File: config.mk
export PLATFORM = sky130hd
export DESIGN_NAME = onecold_encoder_flat
export DESIGN_NICKNAME = d
export VERILOG_FILES = /design/src/rtl/onecold_pkg.sv /design/src/rtl/onecold_encoder_if.sv /design/src/rtl/onecold_prio_enc.sv /design/src/rtl/onecold_encoder.sv /design/src/flat_wrapper.sv
export SDC_FILE = /design/constraint.sdc
export NUM_CORES = 1
export LEC_CHECK = 0
export BUFFER_PORTS_ARGS = -buffer_cell sky130_fd_sc_hd__buf_2
export CORE_ASPECT_RATIO = 1.4
export CORE_MARGIN = 2
export CORE_UTILIZATION = 49
export DETAILED_ROUTE_END_ITERATION = 10
export PLACE_DENSITY = 0.75
export SLEW_MARGIN = 40
export SYNTH_ARGS = -nofsm -noshare
export SYNTH_HDL_FRONTEND = slang
export SYNTH_HIERARCHICAL = 1
export SYNTH_SLANG_ARGS = --single-unit
File: constraint.sdc
create_clock -name clk -period 0.9 [get_ports clk]
set_input_delay 0.09 -clock clk [delete_from_list [all_inputs] [get_ports clk]]
set_output_delay 0.09 -clock clk [all_outputs]
set_load 0.05 [all_outputs]
File: src/rtl/onecold_pkg.sv
// Shared types and constants for the one-cold encoder slice.
package onecold_pkg;

    localparam int ONECOLD_W = 8;
    localparam int CODE_W    = 3;

    // An all-ones vector selects nothing; it reports the top code with an error.
    localparam logic [ONECOLD_W-1:0] ALL_ONES_VEC = '1;
    localparam logic [CODE_W-1:0]    NONE_CODE    = '1;

    typedef enum logic {
        EMPTY = 1'b0,
        FULL  = 1'b1
    } state_e;

endpackage

File: src/rtl/onecold_encoder_if.sv
// Valid/ready bundle between producer, encoder and consumer.
interface onecold_encoder_if;
    import onecold_pkg::*;

    logic [ONECOLD_W-1:0] in_data;
    logic                 in_valid;
    logic                 in_ready;
    logic [CODE_W-1:0]    out_code;
    logic                 out_err;
    logic                 out_valid;
    logic                 out_ready;

    modport master (
        output in_data, in_valid, out_ready,
        input  in_ready, out_code, out_err, out_valid
    );

    modport slave (
        input  in_data, in_valid, out_ready,
        output in_ready, out_code, out_err, out_valid
    );

endinterface

File: src/rtl/onecold_prio_enc.sv
// Combinational one-cold priority encoder: lowest low bit wins, err unless exactly one low bit.
module onecold_prio_enc
    import onecold_pkg::*;
(
    input  logic [ONECOLD_W-1:0] in_data,
    output logic [CODE_W-1:0]    code,
    output logic                 err
);

    logic [3:0] n_low;

    always_comb begin
        code  = NONE_CODE;
        n_low = 4'd0;
        // Scan downward so the lowest low bit is the last (winning) assignment.
        for (int i = ONECOLD_W - 1; i >= 0; i--) begin
            if (!in_data[i]) begin
                code  = CODE_W'(i);
                n_low = n_low + 4'd1;
            end
        end
    end

    assign err = (in_data == ALL_ONES_VEC) | (n_low > 4'd1);

endmodule

File: src/rtl/onecold_encoder.sv
// One-cold to binary encoder with a single output register stage.
// Optional saturating error counter enabled by ONECOLD_ENC_ERRCNT_EN.
//
//   state  | meaning
//   EMPTY  | output register holds nothing, out_valid=0
//   FULL   | output register holds a result, out_valid=1
module onecold_encoder
    import onecold_pkg::*;
#(
    parameter int CNT_W = 8
) (
    input  logic               clk,
    input  logic               rst_n,
    onecold_encoder_if.slave   bus
`ifdef ONECOLD_ENC_ERRCNT_EN
    ,
    output logic [CNT_W-1:0]   err_cnt
`endif
);

    localparam logic [0:0] S_EMPTY = 1'(EMPTY);
    localparam logic [0:0] S_FULL  = 1'(FULL);

    logic [0:0]        state;
    logic [CODE_W-1:0] code_q;
    logic              err_q;
    logic [CODE_W-1:0] enc_code;
    logic              enc_err;
    logic              in_hs;
    logic              out_hs;

    onecold_prio_enc u_prio_enc (
        .in_data (bus.in_data),
        .code    (enc_code),
        .err     (enc_err)
    );

    assign bus.in_ready  = (state == S_EMPTY) | bus.out_ready;
    assign bus.out_valid = (state == S_FULL);
    assign bus.out_code  = code_q;
    assign bus.out_err   = err_q;

    assign in_hs  = bus.in_valid & bus.in_ready;
    assign out_hs = bus.out_valid & bus.out_ready;

    // A simultaneous in/out handshake keeps the stage FULL with fresh data.
    always_ff @(posedge clk or negedge rst_n) begin
        if (!rst_n) begin
            state  <= S_EMPTY;
            code_q <= '0;
            err_q  <= 1'b0;
        end else begin
            if (in_hs) begin
                state  <= S_FULL;
                code_q <= enc_code;
                err_q  <= enc_err;
            end else if (out_hs) begin
                state  <= S_EMPTY;
            end
        end
    end

`ifdef ONECOLD_ENC_ERRCNT_EN
    always_ff @(posedge clk or negedge rst_n) begin
        if (!rst_n) begin
            err_cnt <= '0;
        end else if (in_hs && enc_err && (err_cnt != {CNT_W{1'b1}})) begin
            err_cnt <= err_cnt + CNT_W'(1);
        end
    end
`endif

endmodule
File: src/flat_wrapper.sv
// flat-port wrapper written by rule: the top's interface ports become plain ports
module onecold_encoder_flat import onecold_pkg::*;
#(
    parameter int CNT_W = 8
)
  (clk, rst_n, bus_in_data, bus_in_valid, bus_out_ready, bus_in_ready, bus_out_code, bus_out_err, bus_out_valid);
  onecold_encoder_if bus_i ();
  input  logic clk;
  input  logic rst_n;
  input wire logic [$bits(bus_i.in_data)-1:0] bus_in_data;
  input wire logic [$bits(bus_i.in_valid)-1:0] bus_in_valid;
  input wire logic [$bits(bus_i.out_ready)-1:0] bus_out_ready;
  output wire logic [$bits(bus_i.in_ready)-1:0] bus_in_ready;
  output wire logic [$bits(bus_i.out_code)-1:0] bus_out_code;
  output wire logic [$bits(bus_i.out_err)-1:0] bus_out_err;
  output wire logic [$bits(bus_i.out_valid)-1:0] bus_out_valid;
  assign bus_i.in_data = bus_in_data;
  assign bus_i.in_valid = bus_in_valid;
  assign bus_i.out_ready = bus_out_ready;
  assign bus_in_ready = bus_i.in_ready;
  assign bus_out_code = bus_i.out_code;
  assign bus_out_err = bus_i.out_err;
  assign bus_out_valid = bus_i.out_valid;
  onecold_encoder #(.CNT_W(CNT_W)) u_core (.clk(clk), .rst_n(rst_n), .bus(bus_i));
endmodule
==> results.json, run 1 <==
{
  "status": "complete, but fails checks",
  "violations": "setup timing",
  "r2r_cells": 3,
  "path_max_fanout": 3,
  "max_cap_violations": 0,
  "rsz0062_at_grt": "yes",
  "drt_wl_total_um": 2820,
  "vias": 966,
  "synth_area_um2": 940,
  "antenna_found_initial": 0,
  "hold_violations": 0,
  "syn_inst": 101,
  "worst_slack_ns": -2.67,
  "place_area_mm2": 0.00130,
  "whs_path_depth": 2,
  "cts_tree": "yes",
  "worstMarginPinSlew_ns": 0.392,
  "die_area_mm2": 0.00229,
  "synth-seq-cells": 5,
  "first_pass_iters": 4,
  "synth-async-reset-ratio_pct": 100,
  "clock_sinks": 5,
  "root_buffer": "clkbuf_4",
  "start_kind": "input port",
  "wl_met2_um": 1710,
  "fin_crit_sh_pct": 396,
  "ys_warn_count": 6,
  "ys_types": 38,
  "synth.top_cell.area_share_pct": 13.3,
  "area_growth_syn_to_layout_pct": 67.1,
  "synth_fp_nets": 122,
  "diodes": 0,
  "topRoutingLayerUsed": "met4",
  "path_class": "in -> reg",
  "grt_max_degree": 10,
  "yosysSeqAreaShare_pct": 13.3,
  "p_per_area_mw_per_mm2": 1510,
  "hpwlAfterDp_um": 1910,
  "finalNonFillerCells": 173,
  "rows": 18,
  "core_mm2": 0.00178,
  "layout_min_cycle_time_ns": 3.57,
  "irDropWorstVdd_mv": 1.11,
  "fin_util_pct": 88.3,
  "io_pins": 18,
  "required_ns": 1.03,
  "initial_core_util_pct": 52.8,
  "drive_above_1_share_pct": 58.2,
  "p_leak_uw": 0.000743,
  "h-tree-depth": 1,
  "clk_latency_ns": 0.25,
  "nets": 175,
  "setup_viol": 8,
  "grt_pass1_wl_um": 4170,
  "slew_viol_final": 0,
  "arrival_ns": 3.70,
  "finClkSkew_ns": 0.0104,
  "grt-ovfl-total": 0,
  "post-route-drc-count": 0,
  "hold_class": "in -> reg",
  "dr.first_iter.drc_count": 37,
  "wl_met1_um": 985,
  "crit_path_end_kind": "flop",
  "slew_headroom_pct": 73.8,
  "fp.dieW_um": 41.0,
  "grt_pass1_vias": 1004,
  "synth_top_area_cell": "dfrtp_1",
  "detail-route-antenna-nets": 0,
  "synth-edff-count": 0,
  "place_inst": 162,
  "cts_buffers": 3,
  "clkTransAtPathRegs_ns": 0.05,
  "io_buffers": 17,
  "fp.dieH_um": 55.8,
  "syn_avg_cell_area_um2": 9.30,
  "wl_per_cell_um": 16.3,
  "synthFlopType": "dfrtp_1",
  "viasPerCell": 5.58,
  "wl_met3_um": 86,
  "cts_buffer_depth": 2,
  "max_freq_ghz": 0.280,
  "fin_area_mm2": 0.00157,
  "gr-usage-all-layers_pct": 25.9,
  "synth_area_leaders": "dfrtp_1 (13%), ha_1 (12%), xnor2_4 (8.8%)",
  "gp_congestion": 0.755
}
layout make-up:
class	instances	area (um2)
Clock buffer	4	26.3
Inverter	5	36.3
Timing Repair Buffer	53	440
Sequential cell	5	126
Fill cell	78	209
Tap cell	20	25.0
Multi-Input combinational cell	86	916
critical path, cell delays in order:
cell and delay, ns:
buf_12 0.10, inv_12 0.03, ha_4 0.25, xnor2_4 0.17, ha_4 0.23, xnor2_2 0.12
mux2i_1 0.18, xor2_1 0.12, nor2_1 0.17, a21oi_2 0.06, mux2_4 0.28, ha_4 0.27
nand2_4 0.05, o21ai_2 0.07, ha_2 0.21, nand2b_4 0.07, xnor2_4 0.14, a41oi_2 0.18
mux2i_1 0.11, or4b_1 0.49, mux2_4 0.28
Yosys cell counts, drive strengths merged, types with 2 or more instances:
master,n
mux2,5
xnor2,12
nand3,2
nand2,8
nand3b,3
xor2,3
a21oi,6
nor3,2
buf,4
dfrtp,5
o21ai,6
nor2b,6
nand2b,4
mux2i,3
inv,5
nor2,6
ha,9
report_power, final:
part / switching [uW] / internal (uW) / total, uW
sequential: 32.7 / 261 / 293
combinational: 840 / 966 / 1810
clock: 101 / 168 / 269
total: 974 / 1400 / 2370
what timing repair did:
item                                    in CTS  in global routing
pin swaps                                    9                  9
hold buffers                                 1                  0
endpoints found under the setup margin      11                 11
resized for setup                           31                 13
buffers inserted                             6                  0
endpoints found under the hold margin        5                  0
worst paths after layout:
check | startpoint | endpoint | slack [ns]
worst max-delay path | bus_in_data[7] | u_core/bus.out_err$_DFFE_PN0P_ | -2.67
worst min-delay path | bus_in_valid | u_core/bus.out_valid$_DFFE_PN0P_ | 0.08
worst max register to register | u_core/bus.out_valid$_DFFE_PN0P_ | u_core/bus.out_code[2]$_DFFE_PN0P_ | -0.13
worst min register to register | u_core/bus.out_code[2]$_DFFE_PN0P_ | u_core/bus.out_code[2]$_DFFE_PN0P_ | 0.55
max in group asynchronous | rst_n | u_core/bus.out_valid$_DFFE_PN0P_ | 0.53
min in group asynchronous | rst_n | u_core/bus.out_err$_DFFE_PN0P_ | 0.20
cell families (layout without fill, tap and decap cells):
kind of cell | after synthesis | after routing | share of synthesized area (%)
AOI/OAI and AO/OA | 18 | 18 | 11.2
xor gates and xnor gates | 16 | 16 | 23.2
adders and majority gates | 9 | 9 | 12.0
buffers and inverters | 10 | 62 | 5.33
DFF | 5 | 5 | 13.3
muxes | 8 | 8 | 10.8
and+or+nand+nor | 35 | 35 | 24.2
stage by stage:
stage	power (uW)	setup TNS [ns]	setup slack (ns)	hold slack [ns]
2_1_floorplan	1260	-3.95	-2.70	-0.206
3_3_place_gp	1680	-3.62	-2.94	-0.0956
3_5_place_dp	1740	-3.95	-3.09	-0.0858
4_1_cts	2230	-3.39	-2.64	0.0803
5_1_grt	2510	-3.81	-2.84	0.0864
6_report	2370	-3.41	-2.67	0.0840
cells in the final DEF, fill, tap and decap left out, types with 2 or more instances in the layout:
cell	count
nor2b_1	6
mux2_4	5
a21oi_1	4
clkbuf_4	3
buf_4	33
nand2_1	6
nor3_1	2
nand3b_1	2
ha_1	3
ha_4	5
o21ai_2	2
xnor2_4	4
nand2_4	2
dfrtp_1	4
buf_8	2
nand2b_1	2
xnor2_2	2
a21oi_2	2
nor2_1	6
xnor2_1	6
inv_1	2
buf_2	9
nand3_1	2
mux2i_1	2
buf_6	6
xor2_1	3
o21ai_0	3
buf_12	2
nand2b_4	2
per-layer routing:
layer	GRT usage, %	up-vias
li1	-	453
met1	23.2	476
met2	50.2	32
met3	3.60	5
met4	9.52	0
met5	0	-
sequential cells by signal, indices dropped and copies added, names as in the netlist:
register / flops
u_core/bus.out_code: 3
u_core/bus.out_err: 1
u_core/bus.out_valid: 1
No activity file was read; power rests on OpenSTA's default activity.
==> run 2: changes to the inputs <==
--- a/config.mk
+++ b/config.mk
@@ -8,11 +8,10 @@
 export BUFFER_PORTS_ARGS = -buffer_cell sky130_fd_sc_hd__buf_2
 export CORE_ASPECT_RATIO = 1.4
 export CORE_MARGIN = 2
-export CORE_UTILIZATION = 49
+export CORE_UTILIZATION = 56
 export DETAILED_ROUTE_END_ITERATION = 10
-export PLACE_DENSITY = 0.75
+export PLACE_DENSITY = 0.8
 export SLEW_MARGIN = 40
 export SYNTH_ARGS = -nofsm -noshare
 export SYNTH_HDL_FRONTEND = slang
-export SYNTH_HIERARCHICAL = 1
 export SYNTH_SLANG_ARGS = --single-unit
==> constraint.sdc (replaced) <==
create_clock -name clk -period 3.75 [get_ports clk]
set_input_delay 0.375 -clock clk [delete_from_list [all_inputs] [get_ports clk]]
set_output_delay 0.375 -clock clk [all_outputs]
set_load 0.05 [all_outputs]
==> results.json, run 2 <==
{
  "root_buffer": "clkbuf_4",
  "drt_wl_total_um": 2990,
  "final-seq-area_um2": 125,
  "rrSetupSlack_ns": 2.65,
  "fill_cells": 104,
  "vias": 1120,
  "antenna_found_initial": 0,
  "io_pins": 18,
  "hold_violations": 0,
  "path_class": "in -> reg",
  "arrival_ns": 3.81,
  "synthFlopType": "dfrtp_1",
  "final_common_cell": "buf_4",
  "dr.first_iter.drc_count": 41,
  "synth-seq-cells": 5,
  "required_ns": 3.88,
  "worstMarginPinSlew_ns": 0.458,
  "hpwlAfterDp_um": 2030,
  "path_max_fanout": 4,
  "die_area_mm2": 0.00220,
  "rows": 18,
  "h-tree-depth": 1,
  "synth-edff-count": 0,
  "p_leak_uw": 0.000627,
  "largest_register_ffs": 3,
  "nets": 186,
  "globalRouteMet1Util_pct": 27.9,
  "start_kind": "input port",
  "mostFrequentLayoutCells": "buf_4 (20), buf_2 (15), nand2_1 (10)",
  "cts_buffers": 3,
  "irDropWorstVdd_mv": 0.259,
  "place_inst": 174,
  "gr-usage-all-layers_pct": 27.0,
  "gp_congestion": 0.788,
  "io_buffers": 17,
  "clock_sinks": 5,
  "timing.rr.end": "u_core.bus.out_err$_DFFE_PN0P_",
  "diodes": 0,
  "synth_top_area_cell": "dfrtp_1",
  "yosys-top-cells-count": "nand2_1 (10), ha_1 (9), inv_1 (8)",
  "status": "finished clean",
  "synth.most_common_cell": "nand2_1",
  "fp.dieH_um": 54.7,
  "post-route-drc-count": 0,
  "cts_buffer_depth": 2,
  "synth-async-reset-ratio_pct": 100,
  "viasPerCell": 6.09,
  "synth_area_mm2": 0.00103,
  "fp.dieW_um": 40.2,
  "finClkSkew_ns": 0.00681,
  "grt_pass1_wl_um": 4040,
  "grt.busiest_layer": "met2",
  "detail-route-antenna-nets": 0,
  "ys_types": 48,
  "p_per_area_mw_per_mm2": 371,
  "ys_warn_count": 0,
  "whs_path_depth": 2,
  "yosysSeqAreaShare_pct": 12.2,
  "fin_crit_sh_pct": 98.2,
  "drive_above_1_share_pct": 41.5,
  "initial_core_util_pct": 58.5,
  "finalNonFillerCells": 184,
  "area_growth_syn_to_layout_pct": 41.2,
  "first_pass_iters": 4,
  "place_ws_ns": -0.321,
  "crit_path_end_kind": "flop",
  "hold_end": "u_core.bus.out_valid$_DFFE_PN0P_",
  "grtUsageMet2_pct": 49.7,
  "setup_viol": 0,
  "layout_min_cycle_time_ns": 3.68,
  "max_cap_violations": 0,
  "worstHoldStart": "bus_in_valid",
  "slew_headroom_pct": 69.2,
  "clk_latency_ns": 0.25,
  "wl_per_cell_um": 16.2,
  "core_mm2": 0.00176,
  "synth_area_leaders": "dfrtp_1 (12%), ha_1 (11%), xnor2_1 (6.0%)",
  "worst_slack_ns": 0.0685,
  "grt_max_degree": 19,
  "syn_inst": 128,
  "synth_fp_nets": 149,
  "hold_class": "in -> reg",
  "multi_input_area_um2": 946,
  "syn_avg_cell_area_um2": 8.03,
  "r2r_cells": 4,
  "max_freq_ghz": 0.272,
  "grt_pass1_vias": 938,
  "use_met3_pct": 2.03,
  "r2r-start": "u_core.bus.out_valid$_DFFE_PN0P_",
  "cts_tree": "yes",
  "clkTransAtPathRegs_ns": 0.05,
  "grt-ovfl-total": 0,
  "synth.top_cell.area_share_pct": 12.2,
  "slew_viol_final": 0
}
run 2: cell count changes in the layout (fill, tap and decap cells not counted), sizes merged, moves of 3 or more:
cell and delta:
inv +3, buf -13, mux2 -4, nand3 +4, xnor2 -4
run 2: logic make-up (layout without fill, tap and decap cells):
family / after synthesis / count (layout) / synth area share, %
mux: 3 / 3 / 3.05
compound gates: 30 / 30 / 19.9
fa+ha+maj: 9 / 9 / 11.0
simple gates: 50 / 50 / 28.0
flops: 5 / 5 / 12.2
xor+xnor: 15 / 15 / 19.0
buf+inv: 16 / 52 / 6.94
run 2: worst max-delay path, cell delays in order:
cell and delay (ns):
buf_8 0.11, buf_4 0.12, ha_1 0.20, a21oi_2 0.19, ha_1 0.28, xor2_1 0.15, nor2_1 0.10, a21oi_1 0.06
xnor2_1 0.16, mux2_4 0.29, ha_4 0.28, nor2_4 0.04, a31oi_4 0.17, nor2_2 0.07, o21ai_2 0.18, ha_2 0.20
xor3_1 0.15, or3b_4 0.38, a211oi_2 0.19, a31oi_1 0.10
run 2: metal layers:
layer  vias to the layer above  routed length [um]
met5                         -                   0
met4                         0                 137
met3                        16                 110
met2                        44                1600
met1                       519                1140
li1                        541                   -
run 2: worst max-delay path by stage:
| stage | endpoint | slack, ns | start | depth (start not counted) |
|---|---|---|---|---|
| 2_1_floorplan | u_core.bus.out_err$_DFFE_PN0P_ | 0.01 | bus_in_data[6] | 20 |
| 3_3_place_gp | u_core.bus.out_err$_DFFE_PN0P_ | -0.16 | bus_in_data[7] | 20 |
| 3_5_place_dp | u_core.bus.out_err$_DFFE_PN0P_ | -0.32 | bus_in_data[6] | 20 |
| 4_1_cts | u_core.bus.out_err$_DFFE_PN0P_ | 0.006 | bus_in_data[6] | 18 |
| 5_1_grt | u_core.bus.out_err$_DFFE_PN0P_ | -0.04 | bus_in_data[6] | 20 |
| 6_report | u_core.bus.out_err$_DFFE_PN0P_ | 0.07 | bus_in_data[6] | 20 |
run 2: power by group:
group / internal (uW) / leakage [uW] / switching [uW] / total [uW]
combinational: 202 / 0.000551 / 205 / 407
sequential: 63.0 / 0.0000606 / 4.20 / 67.2
clock: 40.3 / 0.0000150 / 24.1 / 64.4
total: 305 / 0.000627 / 233 / 539
run 2: final cells by class:
cell class,count,area share [%]
flip-flops and latches,5,8.63
repair buffers,40,19.8
clock buffers,4,1.81
well taps,20,1.73
multi-input cells,107,65.2
inverters,8,2.76
run 2: repair_timing:
item	CTS	global route
endpoints found under the setup margin	1	1
hold endpoints to repair	5	0
pin swaps	8	11
hold buffers	1	0
buffers inserted	4	1
gates resized for setup	6	25
cloned	0	0
run 2: per-stage QoR:
| stage | setup TNS [ns] | total power, uW | utilization [%] | area [um2] | hold slack, ns |
|---|---|---|---|---|---|
| 2_1_floorplan | 0 | 309 | - | 1060 | 0.0794 |
| 3_3_place_gp | -0.161 | 386 | 71.4 | 1250 | 0.189 |
| 3_5_place_dp | -0.321 | 404 | 71.4 | 1250 | 0.191 |
| 4_1_cts | 0 | 491 | 76.6 | 1350 | 0.359 |
| 5_1_grt | -0.0397 | 574 | 82.5 | 1450 | 0.376 |
| 6_report | 0 | 539 | 82.5 | 1450 | 0.363 |
